`src/rtl/ysyx_25060170_lsu_pkg.sv`:
```
// ysyx_25060170_lsu_pkg: shared LSU states, size codes, constants and the misalignment check
package ysyx_25060170_lsu_pkg;
  typedef enum logic [1:0] {S_IDLE, S_REQ, S_WAIT, S_DONE} lsu_state_e;
  localparam logic [1:0] SIZE_B = 2'b00;
  localparam logic [1:0] SIZE_H = 2'b01;
  localparam logic [1:0] SIZE_W = 2'b10;
  localparam logic [31:0] ysyx_25060170_ZERO32 = 32'h0;
  localparam logic ysyx_25060170_RSTABLE = 1'b0;
  function automatic logic misaligned(input logic [1:0] size, input logic [1:0] off);
    return (size == SIZE_H && off[0]) || (size == SIZE_W && off != 2'b00);
  endfunction
endpackage

```
`src/rtl/ysyx_25060170_lsu_if.sv`:
```
// ysyx_25060170_lsu_if: execute, write-back and memory-port signals of the LSU
interface ysyx_25060170_lsu_if;
  logic        ex_valid;
  logic        ls_ready;
  logic [31:0] exu_res;
  logic [31:0] store_data;
  logic        mem_ren;
  logic        mem_wen;
  logic [1:0]  mem_size;
  logic        mem_unsigned;
  logic [4:0]  rd_addr_i;
  logic        ls_valid;
  logic        wb_ready;
  logic [31:0] lsu_res;
  logic [4:0]  rd_addr_o;
  logic        ls_misalign;
  logic        ls_bus_err;
  logic        mem_req_valid;
  logic        mem_req_ready;
  logic [31:0] mem_req_addr;
  logic        mem_req_wen;
  logic [31:0] mem_req_wdata;
  logic [3:0]  mem_req_wmask;
  logic        mem_rsp_valid;
  logic [31:0] mem_rsp_rdata;
  // master: the LSU itself; slave: the surrounding pipeline and memory
  modport master (
    input  ex_valid, exu_res, store_data, mem_ren, mem_wen, mem_size, mem_unsigned, rd_addr_i,
           wb_ready, mem_req_ready, mem_rsp_valid, mem_rsp_rdata,
    output ls_ready, ls_valid, lsu_res, rd_addr_o, ls_misalign, ls_bus_err,
           mem_req_valid, mem_req_addr, mem_req_wen, mem_req_wdata, mem_req_wmask
  );
  modport slave (
    output ex_valid, exu_res, store_data, mem_ren, mem_wen, mem_size, mem_unsigned, rd_addr_i,
           wb_ready, mem_req_ready, mem_rsp_valid, mem_rsp_rdata,
    input  ls_ready, ls_valid, lsu_res, rd_addr_o, ls_misalign, ls_bus_err,
           mem_req_valid, mem_req_addr, mem_req_wen, mem_req_wdata, mem_req_wmask
  );
endinterface

```
`src/rtl/ysyx_25060170_lsu_align.sv`:
```
// ysyx_25060170_lsu_align: byte-lane mask, replicated store data and extended load data
module ysyx_25060170_lsu_align
  import ysyx_25060170_lsu_pkg::*;
(
  input  logic [1:0]  off_i,
  input  logic [1:0]  size_i,
  input  logic        uns_i,
  input  logic [31:0] sd_i,
  input  logic [31:0] rdata_i,
  output logic [3:0]  wmask_o,
  output logic [31:0] wdata_o,
  output logic [31:0] ldata_o
);
  logic [31:0] sh;
  assign sh = rdata_i >> {off_i, 3'b000};
  // word accesses are aligned here, so sh equals rdata_i for them
  always_comb begin
    wmask_o = size_i == SIZE_B ? 4'b0001 << off_i : size_i == SIZE_H ? 4'b0011 << off_i : 4'b1111;
    wdata_o = size_i == SIZE_B ? {4{sd_i[7:0]}} : size_i == SIZE_H ? {2{sd_i[15:0]}} : sd_i;
    ldata_o = size_i == SIZE_B ? {{24{~uns_i & sh[7]}}, sh[7:0]} :
              size_i == SIZE_H ? {{16{~uns_i & sh[15]}}, sh[15:0]} : sh;
  end
endmodule

```
`src/rtl/ysyx_25060170_lsu.sv`:
```
// ysyx_25060170_lsu: single-outstanding load/store unit with registered write-back result
module ysyx_25060170_lsu
  import ysyx_25060170_lsu_pkg::*;
#(
  parameter int RSP_TIMEOUT = 255,
  parameter int CNT_W       = 8
) (
  input logic                 clk,
  input logic                 rst,
  ysyx_25060170_lsu_if.master bus
);
  lsu_state_e  st_q;
  logic [CNT_W-1:0] cnt_q;
  logic [1:0]  off_q, size_q;
  logic        uns_q, ren_q;
  logic        ls_valid_q, mis_q, err_q, req_valid_q, req_wen_q;
  logic [31:0] lsu_res_q, req_addr_q, wdata_q;
  logic [3:0]  wmask_q;
  logic [4:0]  rd_q;
  logic        mem_op, mis;
  logic [3:0]  a_wmask;
  logic [31:0] a_wdata, a_ldata;
  assign mem_op = bus.mem_ren | bus.mem_wen;
  assign mis    = misaligned(bus.mem_size, bus.exu_res[1:0]);
  // lanes come from the live inputs while accepting, from the captured op afterwards
  ysyx_25060170_lsu_align u_align (
    .off_i  (st_q == S_IDLE ? bus.exu_res[1:0] : off_q),
    .size_i (st_q == S_IDLE ? bus.mem_size : size_q),
    .uns_i  (uns_q),
    .sd_i   (bus.store_data),
    .rdata_i(bus.mem_rsp_rdata),
    .wmask_o(a_wmask),
    .wdata_o(a_wdata),
    .ldata_o(a_ldata)
  );
  assign bus.ls_ready      = st_q == S_IDLE;
  assign bus.ls_valid      = ls_valid_q;
  assign bus.lsu_res       = lsu_res_q;
  assign bus.rd_addr_o     = rd_q;
  assign bus.ls_misalign   = mis_q;
  assign bus.ls_bus_err    = err_q;
  assign bus.mem_req_valid = req_valid_q;
  assign bus.mem_req_addr  = req_addr_q;
  assign bus.mem_req_wen   = req_wen_q;
  assign bus.mem_req_wdata = wdata_q;
  assign bus.mem_req_wmask = wmask_q;
  // FSM: accept, request handshake, response wait with timeout, result handshake
  always_ff @(posedge clk) begin
    if (rst == ysyx_25060170_RSTABLE) begin
      st_q        <= S_IDLE;
      cnt_q       <= '0;
      off_q       <= '0;
      size_q      <= '0;
      uns_q       <= 1'b0;
      ren_q       <= 1'b0;
      ls_valid_q  <= 1'b0;
      mis_q       <= 1'b0;
      err_q       <= 1'b0;
      req_valid_q <= 1'b0;
      req_wen_q   <= 1'b0;
      lsu_res_q   <= ysyx_25060170_ZERO32;
      req_addr_q  <= ysyx_25060170_ZERO32;
      wdata_q     <= ysyx_25060170_ZERO32;
      wmask_q     <= '0;
      rd_q        <= '0;
    end else begin
      case (st_q)
        S_IDLE: if (bus.ex_valid) begin
          off_q     <= bus.exu_res[1:0];
          size_q    <= bus.mem_size;
          uns_q     <= bus.mem_unsigned;
          ren_q     <= bus.mem_ren;
          rd_q      <= bus.rd_addr_i;
          cnt_q     <= '0;
          err_q     <= 1'b0;
          mis_q     <= mem_op & mis;
          lsu_res_q <= mem_op ? ysyx_25060170_ZERO32 : bus.exu_res;
          if (!mem_op || mis) begin
            st_q       <= S_DONE;
            ls_valid_q <= 1'b1;
          end else begin
            st_q        <= S_REQ;
            req_valid_q <= 1'b1;
            req_addr_q  <= {bus.exu_res[31:2], 2'b00};
            req_wen_q   <= bus.mem_wen;
            wdata_q     <= a_wdata;
            wmask_q     <= a_wmask;
          end
        end
        S_REQ: if (bus.mem_req_ready) begin
          st_q        <= S_WAIT;
          req_valid_q <= 1'b0;
        end
        S_WAIT: if (bus.mem_rsp_valid) begin
          st_q       <= S_DONE;
          ls_valid_q <= 1'b1;
          if (ren_q) lsu_res_q <= a_ldata;
        end else if (cnt_q == CNT_W'(RSP_TIMEOUT - 1)) begin
          st_q       <= S_DONE;
          ls_valid_q <= 1'b1;
          err_q      <= 1'b1;
          lsu_res_q  <= ysyx_25060170_ZERO32;
        end else begin
          cnt_q <= cnt_q + CNT_W'(1);
        end
        S_DONE: if (bus.wb_ready) begin
          st_q       <= S_IDLE;
          ls_valid_q <= 1'b0;
        end
        default: st_q <= S_IDLE;
      endcase
    end
  end
endmodule

```
`src/flat_wrapper.sv`:
```
// flat-port wrapper written by rule: the top's interface ports become plain ports
module ysyx_25060170_lsu_flat import ysyx_25060170_lsu_pkg::*;
#(
  parameter int RSP_TIMEOUT = 255,
  parameter int CNT_W       = 8
)
  (clk, rst, bus_ex_valid, bus_exu_res, bus_store_data, bus_mem_ren, bus_mem_wen, bus_mem_size, bus_mem_unsigned, bus_rd_addr_i, bus_wb_ready, bus_mem_req_ready, bus_mem_rsp_valid, bus_mem_rsp_rdata, bus_ls_ready, bus_ls_valid, bus_lsu_res, bus_rd_addr_o, bus_ls_misalign, bus_ls_bus_err, bus_mem_req_valid, bus_mem_req_addr, bus_mem_req_wen, bus_mem_req_wdata, bus_mem_req_wmask);
  ysyx_25060170_lsu_if bus_i ();
  input logic clk;
  input logic rst;
  input wire logic [$bits(bus_i.ex_valid)-1:0] bus_ex_valid;
  input wire logic [$bits(bus_i.exu_res)-1:0] bus_exu_res;
  input wire logic [$bits(bus_i.store_data)-1:0] bus_store_data;
  input wire logic [$bits(bus_i.mem_ren)-1:0] bus_mem_ren;
  input wire logic [$bits(bus_i.mem_wen)-1:0] bus_mem_wen;
  input wire logic [$bits(bus_i.mem_size)-1:0] bus_mem_size;
  input wire logic [$bits(bus_i.mem_unsigned)-1:0] bus_mem_unsigned;
  input wire logic [$bits(bus_i.rd_addr_i)-1:0] bus_rd_addr_i;
  input wire logic [$bits(bus_i.wb_ready)-1:0] bus_wb_ready;
  input wire logic [$bits(bus_i.mem_req_ready)-1:0] bus_mem_req_ready;
  input wire logic [$bits(bus_i.mem_rsp_valid)-1:0] bus_mem_rsp_valid;
  input wire logic [$bits(bus_i.mem_rsp_rdata)-1:0] bus_mem_rsp_rdata;
  output wire logic [$bits(bus_i.ls_ready)-1:0] bus_ls_ready;
  output wire logic [$bits(bus_i.ls_valid)-1:0] bus_ls_valid;
  output wire logic [$bits(bus_i.lsu_res)-1:0] bus_lsu_res;
  output wire logic [$bits(bus_i.rd_addr_o)-1:0] bus_rd_addr_o;
  output wire logic [$bits(bus_i.ls_misalign)-1:0] bus_ls_misalign;
  output wire logic [$bits(bus_i.ls_bus_err)-1:0] bus_ls_bus_err;
  output wire logic [$bits(bus_i.mem_req_valid)-1:0] bus_mem_req_valid;
  output wire logic [$bits(bus_i.mem_req_addr)-1:0] bus_mem_req_addr;
  output wire logic [$bits(bus_i.mem_req_wen)-1:0] bus_mem_req_wen;
  output wire logic [$bits(bus_i.mem_req_wdata)-1:0] bus_mem_req_wdata;
  output wire logic [$bits(bus_i.mem_req_wmask)-1:0] bus_mem_req_wmask;
  assign bus_i.ex_valid = bus_ex_valid;
  assign bus_i.exu_res = bus_exu_res;
  assign bus_i.store_data = bus_store_data;
  assign bus_i.mem_ren = bus_mem_ren;
  assign bus_i.mem_wen = bus_mem_wen;
  assign bus_i.mem_size = bus_mem_size;
  assign bus_i.mem_unsigned = bus_mem_unsigned;
  assign bus_i.rd_addr_i = bus_rd_addr_i;
  assign bus_i.wb_ready = bus_wb_ready;
  assign bus_i.mem_req_ready = bus_mem_req_ready;
  assign bus_i.mem_rsp_valid = bus_mem_rsp_valid;
  assign bus_i.mem_rsp_rdata = bus_mem_rsp_rdata;
  assign bus_ls_ready = bus_i.ls_ready;
  assign bus_ls_valid = bus_i.ls_valid;
  assign bus_lsu_res = bus_i.lsu_res;
  assign bus_rd_addr_o = bus_i.rd_addr_o;
  assign bus_ls_misalign = bus_i.ls_misalign;
  assign bus_ls_bus_err = bus_i.ls_bus_err;
  assign bus_mem_req_valid = bus_i.mem_req_valid;
  assign bus_mem_req_addr = bus_i.mem_req_addr;
  assign bus_mem_req_wen = bus_i.mem_req_wen;
  assign bus_mem_req_wdata = bus_i.mem_req_wdata;
  assign bus_mem_req_wmask = bus_i.mem_req_wmask;
  ysyx_25060170_lsu #(.RSP_TIMEOUT(RSP_TIMEOUT), .CNT_W(CNT_W)) u_core (.clk(clk), .rst(rst), .bus(bus_i));
endmodule
```
`config.mk`:
```
export PLATFORM = sky130hd
export DESIGN_NAME = ysyx_25060170_lsu_flat
export DESIGN_NICKNAME = d
export VERILOG_FILES = /design/src/rtl/ysyx_25060170_lsu_pkg.sv /design/src/rtl/ysyx_25060170_lsu_if.sv /design/src/rtl/ysyx_25060170_lsu_align.sv /design/src/rtl/ysyx_25060170_lsu.sv /design/src/flat_wrapper.sv
export SDC_FILE = /design/constraint.sdc
export NUM_CORES = 1
export LEC_CHECK = 0
export ABC_AREA = 1
export ABC_CLOCK_PERIOD_IN_PS = 5000
export BUFFER_PORTS_ARGS = -buffer_cell sky130_fd_sc_hd__buf_4
export CAP_MARGIN = 15
export CORE_MARGIN = 1
export CORE_UTILIZATION = 50
export DETAILED_ROUTE_END_ITERATION = 8
export PLACE_DENSITY = 0.82
export SYNTH_ARGS = -nofsm -noshare
export SYNTH_HDL_FRONTEND = slang
export SYNTH_SLANG_ARGS = --single-unit
export TNS_END_PERCENT = 10
```
`constraint.sdc`:
```
create_clock -name clk -period 5 [get_ports clk]
set_input_delay 0.5 -clock clk [delete_from_list [all_inputs] [get_ports clk]]
set_output_delay 0.5 -clock clk [all_outputs]
set_load 0.1 [all_outputs]
```
==> metrics.txt, run 1 <==
post-cts resize count 0; Initial DRC Count 886; Placed Area between 7000 and 8000 sq um; io pins ~220; Post-Syn Instances 944; DRC Markers 0; CTS tree yes; Mapped Area 6370 sq um; RSZ-0062 raised after global routing false; Worst Path Buf+Inv 4; initial antenna violation count 0; Post-Layout Cell Count 1,305; Hold Crit Start bus_exu_res[23]; hold endpoint u_core.bus.mem_req_addr[23]; Yosys warning count 0; min Tclk post-route 3.33 ns; Worst setup SP type flip-flop; setup TNS 0 ns; RePlAce Congestion 0.956; clk_lat worst skew 0.42 ns; synthesis-stage register bit count 124; Final Cycle Share 66.5%; Post-synth EDFFs 0; DRT Pass-1 Iters 5; Final Max Slew Viols 0; Worst Path Class, Setup reg -> reg; Die Y 115 um; Max VDD drop approximately 0.45 mV; Diodes inserted 0; Worst R2R End u_core.bus.mem_req_wdata[29]; Worst R2R Path Depth 9; CP endpoint kind flip-flop; clk root buf clkbuf_16; Core Area 12,200 sq um; total track usage 31.6%; first-pass GRT wire length 32.1 mm; Main synth FF type dfxtp_1; Overflow after GRT 0; vias in the first global route roughly 6,300; crit path max fanout 74; Pint approximately 0.003 W; Max Cap Viol 0; Reg clk slew, reported paths 0.06 ns; Syn-to-layout area delta 34.0%; average wire per standard cell 16.1 um; ys async rst share 0%; clock buffer depth 2; cell with the most instances on the worst path inv_2; antenna-violating nets left 0; critical path, cell by cell inv_1 -> ha_1 -> nand2_2 -> inv_2 -> nand3_4 -> inv_2 -> buf_4 -> o21ai_0 -> a31oi_1; # H-tree levels 4; Yosys cell types 32; Final Instance Area 8530 sq um; CTS Hold Bufs 0; Power Dens Cells 832 nW/um^2; R2R Setup Slk 1.67 ns; DP HPWL 14.4 mm; Vias 7,095; nets 1,244; # setup viols final 0; crit path DAT 3.66 ns; starting density of the core between 50% and 60%; status finished, final reports clean; placed insts 1,273; die extent in x 115 um; Hold Path Depth 3; share of layout cells above drive strength 1 25.3%; clock net sink count ~120; total CTS buffers 17; sequential element share of the synthesized area about two fifths; kind of cell adding the most delay to the critical path buffers and inverters; postcts setup bufs 0; worst slew margin relative to its limit 33.2%; clk_skew roughly 0.0080 ns; FF-to-FF Start u_core.st_q[0]; Die ar. 13,200 sq um; sequential fraction of design power 20.0%; hold crit path type in -> reg; Leakage between 4 and 5 nW; Crit-path slowest cell buf_4; final hold vios 0; Critical Path Max Stage Delay 0.58 ns; FP Rows 40; combinational power share 61.8%; port buffer count 220; sw frac 57.3%; via/cell ratio between 5 and 6; Psw 0.00407 W; largest net degree at the start of global routing 112; mean post-synth cell area 6.75 sq um; Clock Power Share 18.1%; Worst-Margin Slew approximately 1.0 ns; Req. time, crit path approximately 5.3 ns; DRT Wirelength 21.0 mm; f_max around 0.3 GHz
## synth_stat cells (2+ instances only)
cell	n	share of area [%]
a21oi_1	130	10
a31oi_1	53	5.2
buf_2	26	2.0
buf_4	6	0.71
buf_6	8	1.4
clkbuf_1	24	1.4
dfxtp_1	124	39
ha_1	8	1.6
inv_1	117	6.9
inv_2	8	0.47
nand2_1	204	12
nand2_2	8	0.79
nand2_4	2	0.35
nand3_1	38	3.0
nand3_2	3	0.47
nand3_4	2	0.55
nand4_1	2	0.20
nor2_1	58	3.4
nor3_1	2	0.16
o211ai_1	2	0.24
o21ai_0	102	8.0
o21ai_1	4	0.31
o21ai_2	4	0.55
## power groups by stage
stage | combinational, W | sequential, W | clock, W
2_1_floorplan | 0.00178 | 0.00316 | 0
3_3_place_gp | 0.00428 | 0.00143 | 0
3_5_place_dp | 0.00431 | 0.00143 | 0
4_1_cts | 0.00434 | 0.00142 | 0.00130
5_1_grt | 0.00466 | 0.00145 | 0.00135
6_report | 0.00439 | 0.00142 | 0.00129
## worst max path at each step
stage / start / end / slack (ns) / cells after the start
floorplan: u_core.st_q[0] / u_core.bus.mem_req_wmask[2] / 2.49 / 10
global placement: u_core.st_q[0] / u_core.bus.mem_req_wdata[29] / 1.94 / 9
detailed placement: u_core.st_q[1] / u_core.bus.mem_req_wdata[31] / 1.80 / 9
CTS: u_core.st_q[1] / u_core.bus.mem_req_addr[8] / 1.77 / 9
global route: u_core.st_q[1] / u_core.bus.mem_req_wdata[29] / 1.41 / 9
finish: u_core.st_q[0] / u_core.bus.mem_req_wdata[29] / 1.67 / 9
## tightest hold or removal path, cell delays in order
cell     delay (ns)
buf_4          0.11
inv_1          0.04
a21oi_1        0.05
## final cells by class
cell class,count,area [sq um]
well taps,168,210
repair buffers,224,1680
flip-flops and latches,124,2480
inverters,126,473
multi-input cells,631,3070
clock buffers,19,453
fillers,1051,3680
clock inverters,13,165
## registers in the layout, indices dropped and copies added, names as in the netlist, 4 cells and up
name and count:
u_core.bus.lsu_res 32, u_core.bus.mem_req_addr 30, u_core.bus.mem_req_wdata 32, u_core.bus.mem_req_wmask 4, u_core.bus.rd_addr_o 5, u_core.cnt_q 8
## routing by layer
metal / track usage (%) / share of wire [%]
met5: 0 / 0
met4: 14.5 / 3.0
met3: 10.2 / 10
met2: 50.5 / 46
met1: 38.9 / 41
## metrics by stage
step           utilization (%)  setup slack [ns]  total power, W  hold slack [ns]
6_report                  69.9              1.67         0.00710            0.331
5_1_grt                   69.9              1.41         0.00745            0.329
4_1_cts                   69.9              1.77         0.00705            0.318
3_5_place_dp              64.8              1.80         0.00574            0.451
3_3_place_gp              64.8              1.94         0.00571            0.445
2_1_floorplan                -              2.49         0.00494            0.429
## cell families after synthesis
kind of cell,share of synthesized area [%]
AO/OA/AOI/OAI,24.9
XOR/XNOR,0.138
buffers and inverters,13.0
other,0.0589
adder cells (fa/ha/maj),1.57
flip-flops,39.0
AND/OR/NAND/NOR,21.4
## placed cells by master (no fill, tap or decap), types with 4 or more instances in the layout
cell type   instances
clkinvlp_4          4
nand3_1            38
o21ai_2             4
o21ai_0           102
nand2_1           203
a21oi_1           130
dfxtp_1           124
ha_1                8
buf_4             224
a31oi_1            53
inv_1             117
inv_2               8
clkbuf_16          17
nand2_2             9
o21ai_1             4
nor2_1             57
Power figures use the tool's default switching activity.
==> run 2: changes to the inputs <==
Settings changed: ABC_CLOCK_PERIOD_IN_PS 5000 to 2750, CORE_UTILIZATION 50 to 46, PLACE_DENSITY 0.82 to 0.79.
Clock period 5 ns to 2.75 ns, I/O delays scaled along.
==> run 2 against run 1 <==
Against the previous run: first-iteration DRC count fell by 31%; critical endpoint is now u_core.bus.lsu_res[19]; largest cell class unchanged; critical path type unchanged; count of clock-buffer cells in the layout rose by 1; register-to-register slack lost 1.4 ns; critical path depth is 2 higher; sequential share of layout area shrank 0.59 points.
==> metrics.txt, run 2 (synthesis gave the netlist of run 1 again) <==
crit path DAT 2.79 ns (was 3.66 ns); DRT Wirelength 20.9 mm (was 21.0 mm); Pint 0.00577 W (was 0.00303 W); # setup viols final 0 (unchanged); Overflow after GRT 0 (unchanged); die extent in x 120 um (was 115 um); clk root buf clkbuf_16 (unchanged); Die Y 120 um (was 115 um); io pins 223 (unchanged); Clock Power Share 18.7% (was 18.1%); first-pass GRT wire length 32.8 mm (was 32.1 mm); hold crit path type in -> reg (unchanged); crit path max fanout 24 (was 74); worst slew margin relative to its limit 64.5% (was 33.2%); Vias 7,035 (was 7,095); Final Worst Setup Slack 0.311 ns (was 1.67 ns); average wire per standard cell 15.8 um (was 16.1 um); clock buffer depth 2 (unchanged); Worst Path Class, Setup reg -> reg (unchanged); CTS Hold Bufs 0 (unchanged); Initial DRC Count 613 (was 886); FP Rows 42 (was 40); Max Cap Viol 0 (unchanged); combinational power share 61.7% (was 61.8%); postcts setup bufs 0 (unchanged); f_max 0.410 GHz (was 0.301 GHz); Final Max Slew Viols 0 (unchanged); Multi-input gate area 3070 sq um (unchanged); RePlAce Congestion 0.940 (was 0.956); antenna-violating nets left 0 (unchanged); clk_lat worst skew 0.42 ns (about the same); Syn-to-layout area delta 36.8% (was 34.0%); total CTS buffers 17 (unchanged); Setup WS pre-CTS 0.427 ns (was 1.80 ns); FF/Latch Area 2480 sq um (unchanged); clk_skew 0.00615 ns (was 0.00797 ns); largest net degree at the start of global routing 61 (was 112); final hold vios 0 (unchanged); Final Cycle Share 88.7% (was 66.5%); Layout fillers 1,236 (was 1,051); Core Area 13,300 sq um (was 12,200 sq um); Reg clk slew, reported paths 0.06 ns (about the same); # H-tree levels 4 (unchanged); RSZ-0062 raised after global routing false (unchanged); min Tclk post-route 2.44 ns (was 3.33 ns); initial antenna violation count 0 (unchanged); DRC Markers 0 (unchanged); port buffer count 220 (unchanged); Req. time, crit path 3.10 ns (was 5.34 ns); DP HPWL 14.9 mm (was 14.4 mm); Power Dens Cells 1510 nW/um^2 (was 832 nW/um^2); share of layout cells above drive strength 1 26.2% (was 25.3%); post-cts resize count 0 (unchanged); CTS tree yes (unchanged); total track usage 29.3% (was 31.6%); Max VDD drop 0.756 mV (was 0.447 mV); sequential fraction of design power 19.5% (was 20.0%); DRT Pass-1 Iters 5 (unchanged); vias in the first global route 6,528 (was 6,317); nets 1,257 (was 1,244); Leakage 4.26 nW (was 4.16 nW); Worst-Margin Slew 0.533 ns (was 1.00 ns); Worst setup SP type flip-flop (unchanged); most common cell after layout, fill and taps aside buf_4 (unchanged); status finished, final reports clean (unchanged); Die ar. 14,300 sq um (was 13,200 sq um); clock net sink count 124 (unchanged); Diodes inserted 0 (unchanged); setup TNS 0 ns (unchanged); sw frac 56.2% (was 57.3%); via/cell ratio 5.31 (was 5.44); Psw 0.00742 W (was 0.00407 W); most frequent cells in the layout buf_4 (234), nand2_1 (203), a21oi_1 (130) (was buf_4 (224), nand2_1 (203), a21oi_1 (130)); starting density of the core 47.7% (was 52.2%); CP endpoint kind flip-flop (unchanged)
-- run 2: layout make-up --
type,instances,share of cell area [%]
Clock buffer,20,5.36
Multi-Input combinational cell,631,35.2
Inverter,126,5.43
Timing Repair Buffer,237,20.9
Clock inverter,12,2.11
Tap cell,176,2.53
Sequential cell,124,28.5
-- run 2: path summary, 6_finish.rpt --
check / start / to / slack, ns / cells past startpoint
hold / removal: bus_exu_res[16] / u_core.bus.mem_req_addr[16] / 0.10 / 3
setup / recovery: u_core.st_q[0] / u_core.bus.lsu_res[19] / 0.31 / 11
setup reg to reg: u_core.st_q[0] / u_core.bus.lsu_res[19] / 0.31 / 11
hold reg to reg: u_core.size_q[1] / u_core.size_q[1] / 0.46 / 2
-- run 2: critical path, stage by stage, from the launching register on --
cell     delay [ns]
dfxtp_1        0.36
inv_1          0.09
ha_1           0.32
nand2_1        0.38
nand2_2        0.25
nand2_1        0.14
nand3_1        0.09
nand2_1        0.13
nand3_2        0.09
nand2_4        0.24
nand2_1        0.10
a21oi_1        0.15
-- run 2: per-stage QoR --
| stage | utilization, % | area [sq um] | instances | hold slack, ns | power [W] |
|---|---|---|---|---|---|
| detailed placement | 60.4 | 8060 | 1294 | 0.454 | 0.0106 |
| floorplan | - | 6370 | 945 | 0.403 | 0.00899 |
| global placement | 60.4 | 8060 | 1294 | 0.445 | 0.0106 |
| finish | 65.3 | 8710 | 1326 | 0.101 | 0.0132 |
| CTS | 65.3 | 8710 | 1326 | 0.0910 | 0.0132 |
| global route | 65.3 | 8710 | 1326 | 0.102 | 0.0139 |
-- run 2: metal layers --
metal | GRT usage (%) | vias up | part of all wire, % | wire length (um)
li1 | - | 3467 | - | -
met1 | 37.1 | 3197 | 42 | 8790
met2 | 47.5 | 334 | 46 | 9660
met3 | 8.79 | 37 | 9.6 | 2000
met4 | 9.61 | 0 | 2.2 | 463
met5 | 0 | - | 0 | 0
-- run 2: power groups by stage --
stage          combinational [W]  sequential (W)  clock, W
2_1_floorplan            0.00323         0.00575         0
3_3_place_gp             0.00802         0.00259         0
3_5_place_dp             0.00806         0.00259         0
4_1_cts                  0.00810         0.00257   0.00250
5_1_grt                  0.00866         0.00263   0.00257
6_report                 0.00815         0.00258   0.00247
==> run 3: changes to the inputs <==
Settings changed: BUFFER_PORTS_ARGS -buffer_cell sky130_fd_sc_hd__buf_4 to unset, CORE_UTILIZATION 46 to 50, DONT_BUFFER_PORTS set to 1, PLACE_DENSITY 0.79 to 0.7.
==> run 3 against run 2 <==
Against the previous run: worst setup slack got worse by 0.11 ns; die area shrank 7.9%; cell area down 12%; critical endpoint is now u_core.bus.mem_req_addr[2]; largest cell class unchanged.
==> metrics.txt, run 3 (synthesis gave the netlist of run 1 again) <==
clk root buf clkbuf_16 (unchanged); most frequent cells in the layout nand2_1 (203), a21oi_1 (130), dfxtp_1 (124) (was buf_4 (234), nand2_1 (203), a21oi_1 (130)); Critical Path Sink u_core.bus.mem_req_addr[2] (was u_core.bus.lsu_res[19]); Layout fillers 1,160 (was 1,236); io pins 223 (unchanged); die extent in x 115 um (was 120 um); Max Cap Viol 0 (unchanged); crit path DAT 2.91 ns (was 2.79 ns); Worst R2R Path Depth 10 (was 11); clk_lat worst skew 0.42 ns (about the same); vias in the first global route 6,041 (was 6,528); RSZ-0062 raised after global routing false (unchanged); status finished, final reports clean (unchanged); R2R Setup Slk 0.20 ns (was 0.31 ns); total track usage 31.6% (was 29.3%); first-pass GRT wire length 31.8 mm (was 32.8 mm); FP Rows 40 (was 42); Final Cycle Share 92.7% (was 88.7%); crit path max fanout 19 (was 24); Worst R2R End u_core.bus.mem_req_addr[2] (was u_core.bus.lsu_res[19]); Final Max Slew Viols 0 (unchanged); Req. time, crit path 3.11 ns (was 3.10 ns); Reg clk slew, reported paths 0.06 ns (about the same); RePlAce Congestion 0.912 (was 0.940); f_max 0.392 GHz (was 0.410 GHz); Die ar. 13,200 sq um (was 14,300 sq um); Worst setup SP type flip-flop (unchanged); Syn-to-layout area delta 19.7% (was 36.8%); starting density of the core 52.2% (was 47.7%); DP HPWL 13.4 mm (was 14.9 mm); clock net sink count 124 (unchanged); Diodes inserted 0 (unchanged); antenna-violating nets left 0 (unchanged); DRC Markers 0 (unchanged); DRT Pass-1 Iters 5 (unchanged); worst slew margin relative to its limit 29.4% (was 64.5%); Initial DRC Count 550 (was 613); share of layout cells above drive strength 1 10.2% (was 26.2%); hold crit path type in -> reg (unchanged); most common cell after layout, fill and taps aside nand2_1 (was buf_4); Die Y 115 um (was 120 um); Vias 6,442 (was 7,035); CP endpoint kind flip-flop (unchanged); Worst-Margin Slew 1.06 ns (was 0.533 ns); CTS tree yes (unchanged); # setup viols final 0 (unchanged); worst setup path startpoint u_core.st_q[1] (was u_core.st_q[0]); via/cell ratio 5.52 (was 5.31); FF-to-FF Start u_core.st_q[1] (was u_core.st_q[0]); clock buffer depth 2 (unchanged); initial antenna violation count 0 (unchanged); average wire per standard cell 17.7 um (was 15.8 um); DRT Wirelength 20.6 mm (was 20.9 mm); final hold vios 0 (unchanged); nets 1,105 (was 1,257); port buffer count 0 (was 220); min Tclk post-route 2.55 ns (was 2.44 ns); total CTS buffers 17 (unchanged); Worst Path Class, Setup reg -> reg (unchanged); Overflow after GRT 0 (unchanged); Core Area 12,200 sq um (was 13,300 sq um); largest net degree at the start of global routing 92 (was 61); Final Util 62.4% (was 65.3%); # H-tree levels 4 (unchanged); setup TNS 0 ns (unchanged); clk_skew 0.00763 ns (was 0.00615 ns)
[run 3: worst min-delay path by stage]
stage	start	end	slack [ns]	depth (start not counted)
6_report	bus_store_data[28]	u_core.bus.mem_req_wdata[28]	0.01	2
5_1_grt	bus_store_data[13]	u_core.bus.mem_req_wdata[13]	0.002	2
4_1_cts	rst	u_core.bus.mem_req_addr[11]	0.0002	2
3_5_place_dp	bus_exu_res[12]	u_core.bus.mem_req_addr[12]	0.41	2
3_3_place_gp	bus_exu_res[25]	u_core.bus.mem_req_addr[25]	0.40	2
2_1_floorplan	bus_exu_res[10]	u_core.bus.mem_req_addr[10]	0.40	2
[run 3: what timing repair did]
item | in CTS | in global routing
resized for setup | 0 | 3
hold endpoints to repair | 102 | 1
setup endpoints to repair | 0 | 75
hold buffers | 45 | 1
setup buffers | 0 | 0
[run 3: per-layer routing]
layer / part of all wire, % / up-vias / GRT usage, %
met5: 0 / - / 0
met4: 2.4 / 0 / 11.3
met3: 10 / 35 / 11.0
met2: 47 / 300 / 52.2
met1: 41 / 2939 / 38.1
li1: - / 3168 / -
[run 3: worst max-delay path: stages (launching register included)]
cell and delay (ns):
dfxtp_1 0.32, inv_1 0.11, ha_2 0.31, buf_4 0.18, nand2_2 0.15, inv_2 0.13, nand3_4 0.21, inv_4 0.24
o21ai_0 0.10, a21oi_1 0.16, dlygate4sd3_1 0.56
[run 3: cell type report]
type	count	area, sq um	area share [%]
well taps	168	210	2.76
multi-input cells	631	3070	40.3
clock buffers	22	464	6.09
inverters	126	475	6.24
repair buffers	85	783	10.3
clock inverters	10	140	1.84
flip-flops and latches	124	2480	32.6
[run 3: per-stage QoR]
step / instances / hold WS, ns / area (sq um) / worst slack, ns
2_1_floorplan: 945 / 0.403 / 6370 / 0.241
3_3_place_gp: 1088 / 0.403 / 6540 / 0.197
3_5_place_dp: 1088 / 0.408 / 6540 / 0.157
4_1_cts: 1165 / 0.000186 / 7610 / 0.0706
5_1_grt: 1166 / 0.00190 / 7620 / 0.000799
6_report: 1166 / 0.0103 / 7620 / 0.200
Power of run 3 is left out: the tool's default activity adds up to more than one toggle a clock period on the data nets, which glitch-free logic cannot reach.
